[config.mk]
export PLATFORM = sky130hd
export DESIGN_NAME = dmem_arbiter_flat
export DESIGN_NICKNAME = d
export VERILOG_FILES = /design/src/rtl/dmem_arbiter_pkg.sv /design/src/rtl/dmem_arbiter_if.sv /design/src/rtl/dmem_arbiter_rr_pick2.sv /design/src/rtl/dmem_arbiter.sv /design/src/flat_wrapper.sv
export SDC_FILE = /design/constraint.sdc
export NUM_CORES = 1
export LEC_CHECK = 0
export CAP_MARGIN = 20
export CORE_UTILIZATION = 38
export CTS_CLUSTER_DIAMETER = 200
export CTS_CLUSTER_SIZE = 25
export DETAILED_ROUTE_END_ITERATION = 7
export PLACE_DENSITY_LB_ADDON = 0.1
export RECOVER_POWER = 100
export SYNTH_ARGS = -nofsm -noshare
export SYNTH_HDL_FRONTEND = slang
export SYNTH_SLANG_ARGS = --single-unit
[constraint.sdc]
create_clock -name clk -period 2.4 [get_ports clk]
set_input_delay 0.24 -clock clk [delete_from_list [all_inputs] [get_ports clk]]
set_output_delay 0.24 -clock clk [all_outputs]
set_load 0.05 [all_outputs]
[src/rtl/dmem_arbiter_pkg.sv]
// Shared types for the data-memory arbiter: FSM state encoding,
// requester index constants and a one-hot helper.
package dmem_arbiter_pkg;

   typedef enum logic [1:0] {
      IDLE  = 2'd0,
      ISSUE = 2'd1,
      RDATA = 2'd2
   } state_t;

   localparam int REQ_CPU = 0;
   localparam int REQ_DBG = 1;

   // Requester index to its one-hot position on gnt/rvalid.
   function automatic logic [1:0] onehot2(input logic idx);
      return 2'b01 << idx;
   endfunction

endpackage

[src/rtl/dmem_arbiter_if.sv]
// Requester-side bus of the data-memory arbiter.
// master: requesters drive req/we/addr/wdata; slave: arbiter drives gnt/rvalid/rdata.
interface dmem_arbiter_if #(
   parameter int ADDR_W = 10,
   parameter int DATA_W = 32
);

   logic [1:0]          req;
   logic [1:0]          we;
   logic [2*ADDR_W-1:0] addr;
   logic [2*DATA_W-1:0] wdata;
   logic [1:0]          gnt;
   logic [1:0]          rvalid;
   logic [DATA_W-1:0]   rdata;

   modport master (
      output req, we, addr, wdata,
      input  gnt, rvalid, rdata
   );

   modport slave (
      input  req, we, addr, wdata,
      output gnt, rvalid, rdata
   );

endinterface

[src/rtl/dmem_arbiter_rr_pick2.sv]
// Two-way round-robin selector.
// in: req[1:0], last_owner; out: owner index, valid (any request).
module rr_pick2
   import dmem_arbiter_pkg::*;
(
   input  logic [1:0] req,
   input  logic       last_owner,
   output logic       owner,
   output logic       valid
);

   logic both;

   assign both = &req;

   always_comb begin
      valid = |req;
      owner = 1'(REQ_CPU);
      unique case (1'b1)
         both:                  owner = ~last_owner;
         (req == 2'b10):        owner = 1'(REQ_DBG);
         default:               owner = 1'(REQ_CPU);
      endcase
   end

endmodule

[src/rtl/dmem_arbiter.sv]
// Arbitrates CPU and debug/DMA access to one synchronous data memory.
// in: clk, rst_n, bus (slave), mem_rdata; out: mem_en/we/addr/wdata, busy.
module dmem_arbiter
   import dmem_arbiter_pkg::*;
#(
   parameter int ADDR_W = 10,
   parameter int DATA_W = 32
) (
   input  logic              clk,
   input  logic              rst_n,
   dmem_arbiter_if.slave     bus,
   output logic              mem_en,
   output logic              mem_we,
   output logic [ADDR_W-1:0] mem_addr,
   output logic [DATA_W-1:0] mem_wdata,
   input  logic [DATA_W-1:0] mem_rdata,
   output logic              busy
);

   state_t              state;
   state_t              nxt;
   logic                last_owner;
   logic                owner_q;
   logic                we_q;
   logic [ADDR_W-1:0]   addr_q;
   logic [DATA_W-1:0]   wdata_q;

   logic                pick_owner;
   logic                pick_valid;
   logic                take;
   logic [ADDR_W-1:0]   sel_addr;
   logic [DATA_W-1:0]   sel_wdata;

   rr_pick2 u_pick (
      .req        (bus.req),
      .last_owner (last_owner),
      .owner      (pick_owner),
      .valid      (pick_valid)
   );

   // Request is only sampled in IDLE; later changes cannot disturb it.
   assign take      = (state == IDLE) && pick_valid;
   assign sel_addr  = pick_owner ? bus.addr[REQ_DBG*ADDR_W +: ADDR_W]
                                 : bus.addr[REQ_CPU*ADDR_W +: ADDR_W];
   assign sel_wdata = pick_owner ? bus.wdata[REQ_DBG*DATA_W +: DATA_W]
                                 : bus.wdata[REQ_CPU*DATA_W +: DATA_W];

   // State register and request latch.
   always_ff @(posedge clk or negedge rst_n) begin
      if (!rst_n) begin
         state      <= IDLE;
         last_owner <= 1'b1;
         owner_q    <= 1'b0;
         we_q       <= 1'b0;
         addr_q     <= '0;
         wdata_q    <= '0;
      end else begin
         state <= nxt;
         if (take) begin
            last_owner <= pick_owner;
            owner_q    <= pick_owner;
            we_q       <= bus.we[pick_owner];
            addr_q     <= sel_addr;
            wdata_q    <= sel_wdata;
         end
      end
   end

   // Next-state logic.
   always_comb begin
      nxt = state;
      unique case (state)
         IDLE:    nxt = pick_valid ? ISSUE : IDLE;
         ISSUE:   nxt = we_q ? IDLE : RDATA;
         RDATA:   nxt = IDLE;
         default: nxt = IDLE;
      endcase
   end

   assign mem_addr  = addr_q;
   assign mem_wdata = wdata_q;
   assign busy      = (state != IDLE);

   // Outputs: strobes exist only in ISSUE/RDATA.
   always_comb begin
      mem_en     = 1'b0;
      mem_we     = 1'b0;
      bus.gnt    = 2'b00;
      bus.rvalid = 2'b00;
      bus.rdata  = '0;
      unique case (state)
         ISSUE: begin
            mem_en  = 1'b1;
            mem_we  = we_q;
            bus.gnt = onehot2(owner_q);
         end
         RDATA: begin
            bus.rvalid = onehot2(owner_q);
            bus.rdata  = mem_rdata;
         end
         default: begin
            mem_en = 1'b0;
         end
      endcase
   end

endmodule

[src/flat_wrapper.sv]
// flat-port wrapper written by rule: the top's interface ports become plain ports
module dmem_arbiter_flat import dmem_arbiter_pkg::*;
#(
   parameter int ADDR_W = 10,
   parameter int DATA_W = 32
)
  (clk, rst_n, mem_en, mem_we, mem_addr, mem_wdata, mem_rdata, busy, bus_req, bus_we, bus_addr, bus_wdata, bus_gnt, bus_rvalid, bus_rdata);
  dmem_arbiter_if #(.ADDR_W(ADDR_W), .DATA_W(DATA_W)) bus_i ();
  input  logic clk;
  input  logic rst_n;
  output logic mem_en;
  output logic mem_we;
  output logic [ADDR_W-1:0] mem_addr;
  output logic [DATA_W-1:0] mem_wdata;
  input  logic [DATA_W-1:0] mem_rdata;
  output logic busy;
  input wire logic [$bits(bus_i.req)-1:0] bus_req;
  input wire logic [$bits(bus_i.we)-1:0] bus_we;
  input wire logic [$bits(bus_i.addr)-1:0] bus_addr;
  input wire logic [$bits(bus_i.wdata)-1:0] bus_wdata;
  output wire logic [$bits(bus_i.gnt)-1:0] bus_gnt;
  output wire logic [$bits(bus_i.rvalid)-1:0] bus_rvalid;
  output wire logic [$bits(bus_i.rdata)-1:0] bus_rdata;
  assign bus_i.req = bus_req;
  assign bus_i.we = bus_we;
  assign bus_i.addr = bus_addr;
  assign bus_i.wdata = bus_wdata;
  assign bus_gnt = bus_i.gnt;
  assign bus_rvalid = bus_i.rvalid;
  assign bus_rdata = bus_i.rdata;
  dmem_arbiter #(.ADDR_W(ADDR_W), .DATA_W(DATA_W)) u_core (.clk(clk), .rst_n(rst_n), .bus(bus_i), .mem_en(mem_en), .mem_we(mem_we), .mem_addr(mem_addr), .mem_wdata(mem_wdata), .mem_rdata(mem_rdata), .busy(busy));
endmodule
**Word level (Yosys, flattened, before mapping)**

Cells that the tools add are included.

- Register bits: 47
- Word-level logic and storage cells: 30

- Multiplexer cells: 13
- Reduce and logical (&&, ||, !) cells: 5
- Equal/unequal tests: 3
- Bitwise logic cells: 1
- $lt $le $gt $ge: 1
- Shift operators: 1

Operator list:

| operator | number |
|---|---|
| 2-to-1 mux 32 bit | 2 |
| 2-to-1 mux 10 bit | 1 |
| 2-to-1 mux 2 bit | 3 |
| 2-to-1 mux 1 bit | 5 |
| equality test 2 bit (second input constant) | 2 |
| one-hot mux 2 bit (2 select lines) | 1 |
| equality test 2 x 1 -> 1 bit (second input constant) | 1 |
| zero test 2 bit | 1 |
| < comparator 1 x 2 -> 1 bit (second input constant) | 1 |
| one-hot mux 1 bit (2 select lines) | 1 |
| AND reduction 2 bit | 1 |
| nonzero test 2 bit | 1 |
| OR reduction 2 bit | 1 |
| left shift 1 x 1 -> 2 bit (first input constant) | 1 |
| logical AND 1 bit | 1 |
| inverter 1 bit | 1 |

**Depth between registers and ports, before layout**

- Word-level depth: 4
- Depth in mapped cells: 5

**Modules after synthesis**

Synthesis repeated with hierarchy kept, for this count alone.

- Cells, all modules: 193
- Area total of the unflattened synthesis: 2,890.3 µm²

Modules (own cells, without submodules):

| module | instances | cells each | area each (µm²) |
|---|---|---|---|
| dmem_arbiter | 1 | 191 | 2,876.5 |
| rr_pick2 | 1 | 2 | 13.8 |

**Least setup slack after synthesis**

Ideal clock, no wire load.

- Kind: register to output
- Start: register u_core.state[1]
- End: output port mem_we
- Data required time: 2.160 ns
- Path buffers: 0
- Setup slack: 0.794 ns
- Data arrival time: 1.366 ns
- Stages on the path, launching flop included: 4
- Path through: dfrtp_1 nand2b_1 inv_1 and2_1

- Longest elaborated chain between the ends: 2

RTL lines:

| item | line | source |
|---|---|---|
| start, declared | dmem_arbiter.sv:20 | `state_t state;` |
| start signal, assigned | dmem_arbiter.sv:58 | `state <= nxt;` |
| equality test 2 x 1 -> 1 bit | dmem_arbiter.sv:91 | `unique case (state)` |
| 2-to-1 mux 1 bit | dmem_arbiter.sv:91 |  |
| end, declared | flat_wrapper.sv:12 | `output logic mem_we;` |

Every way passes these cells.

**Worst setup path after layout**

Ends and elaborated chain as after synthesis.

==> metrics.yaml <==
cells_and_area:
  areaGrowthSynthToFinish_pct: 81.4
  layout_commonest_cell: "clkdlybuf4s50_1"
  antennaDiodeCount: 0
  finalNetCount: 520
  drive_above_1_share_pct: 24.8
  nFillCells: 559
  layout_common_cells: "120 x clkdlybuf4s50_1, 47 x dlygate4sd3_1, 46 x dfrtp_1"
  stdcell_area_mm2: 0.00520
global_route:
  grt_pass1_vias: 2307
  grt.total_usage_pct: 21.9
  grt_max_degree: 48
  grt-ovfl-total: 0
  grt_pass1_wl_mm: 12.8
  antenna_found_initial: 0
floorplanning:
  core_area_mm2: 0.00729
  ios: 203
  rows: 31
  die_h_um: 88.9
  dieArea_mm2: 0.00790
  initial_core_util_pct: 39.3
  chipWidth_um: 88.9
yosys:
  netlist_area_mm2: 0.00287
  ys_seq_area_share_pct: 41.0
  synth_seq_cells: 47
  ys_types: 19
  syn_area_per_cell_um2: 14.7
  synthCells: 195
  synth_nets: 317
  synth_warnings: 0
worst_setup_path:
  worstPathRequired_ps: 2160
  endpoint_kind: "output pin"
  arrival_ps: 1970
  worstRegToRegCells: 4
  worst_setup_path_start_kind: "register"
  critPathKind: "register to output pin"
  path_max_fanout: 4
clock_network:
  cts_resized: 0
  clk-insertion-delay-late_ps: 290
  cts_made_buffers: 5
  cts_tree: "done"
  cts-htree-levels: 2
  clock_path_buffers: 2
  cts_root_buf: "clkbuf_8"
  cts_sinks: 47
  cts_setup_buffers: 0
  path_clk_slew_ps: 80
  ctsHoldBuffers: 0
sta:
  tns_ps: 0
  fin_crit_sh_pct: 92.0
  worstMarginPinSlew_ps: 1170
  finalSetupViolCount: 0
  clock.fmax_mhz: 453
  skew_ps: 4.34
  fin_crit_ps: 2210
  slew_headroom_pct: 22.3
  slew_viol_final: 0
  hold_viol_final: 0
  rsz0062_at_grt: "no"
routing:
  vias: 2318
  drc: 0
  postRouteAntennaNets: 0
  wirelength_mm: 8.69
  first_iter_violations: 84
  first_pass_iters: 4
  wl_per_cell_um: 17.4
  viasPerCell: 4.65
worst_hold_path:
  hold_class: "primary input to async pin"
job:
  maxCapViolCount: 0
placement:
  place_area_mm2: 0.00528
  io_buffers: 202
  hpwl_mm: 7.01
  gp_congestion: 0.775
pwr:
  ir_drop_v: 0.000727
  p_per_area_mw_per_mm2: 1230
  leakage_nw: 2.22
run_status:
  status: "finished, final reports clean"
Yosys cell counts:
cell / n / area [um2]
mux2_4: 78 / 1170
dfrtp_1: 46 / 1150
and2_1: 35 / 219
mux2_2: 8 / 90.1
buf_12: 4 / 80.1
buf_4: 4 / 30.0
nor2_1: 4 / 15.0
clkbuf_1: 3 / 11.3
inv_1: 3 / 11.3
a21bo_1: 1 / 10.0
a21oi_1: 1 / 5.00
a31oi_1: 1 / 6.26
buf_2: 1 / 5.00
buf_6: 1 / 11.3
dfstp_2: 1 / 26.3
nand2b_1: 1 / 6.26
nor2b_1: 1 / 6.26
o21a_1: 1 / 7.51
o22ai_1: 1 / 6.26
critical path, cell delays in order (launching register included):
cell	delay, ps
dfrtp_1	390
nand2b_1	200
inv_1	80
and2_1	110
dlygate4sd3_1	890
power by group:
part,internal (W),switching [W]
Combinational,0.00178,0.00274
Clock,0.000200,0.000262
Sequential,0.00121,0.000204
Total,0.00319,0.00321
through the flow:
stage	setup WS (ps)	power, W	instances	hold slack, ps	utilization, %
2_1_floorplan	794	0.00475	195	-55.6	-
3_3_place_gp	480	0.00646	490	374	72.4
3_5_place_dp	459	0.00653	490	382	72.4
4_1_cts	218	0.00701	498	53.3	73.5
5_1_grt	71.0	0.00669	498	382	71.4
6_report	192	0.00640	498	254	71.4
worst paths after layout:
check | from | end | slack (ps)
max reg2reg | u_core.last_owner$_DFFE_PN1P_ | u_core.mem_wdata[0]$_DFFE_PN0P_ | 350
max | u_core.state[1]$_DFF_PN0_ | mem_we | 190
min | rst_n | u_core.mem_wdata[15]$_DFFE_PN0P_ | 250
min reg2reg | u_core.we_q$_DFFE_PN0P_ | u_core.state[1]$_DFF_PN0_ | 460
max in group asynchronous | rst_n | u_core.mem_wdata[20]$_DFFE_PN0P_ | 1440
min in group clk | u_core.we_q$_DFFE_PN0P_ | u_core.state[1]$_DFF_PN0_ | 460
state kept, by name, summed over array words and instances, names as in the netlist:
signal,cells
u_core.mem_addr,10
u_core.last_owner,1
u_core.we_q,1
u_core.state,2
u_core.owner_q,1
u_core.mem_wdata,32
cell families (layout without fill, tap and decap cells):
logic type | count (synthesis) | count (layout) | synth area share, %
AO/OA/AOI/OAI | 5 | 5 | 1.22
AND/OR/NAND/NOR | 41 | 41 | 8.59
multiplexers | 86 | 86 | 44.0
flip-flops | 47 | 47 | 41.0
buffers and inverters | 16 | 220 | 5.19
layer usage:
metal	up-vias	part of all wire [%]	routed length [um]	track usage, %
met2	111	52	4500	38.5
li1	1077	-	-	-
met4	0	3.1	265	9.38
met3	18	9.3	809	6.28
met5	-	0	0	0
met1	1112	36	3110	24.9
layout make-up:
class                      count  area (um2)  share of cell area [%]
clock buffer                   5        68.8                    1.32
clock inverter                 3        15.0                   0.288
inverter                       3        11.3                   0.216
multi-input combinational    132        1400                    26.9
sequential                    47        1180                    22.6
tap                           99         124                    2.38
timing repair buffer         209        2410                    46.3
(Power assumes the default switching activity.)
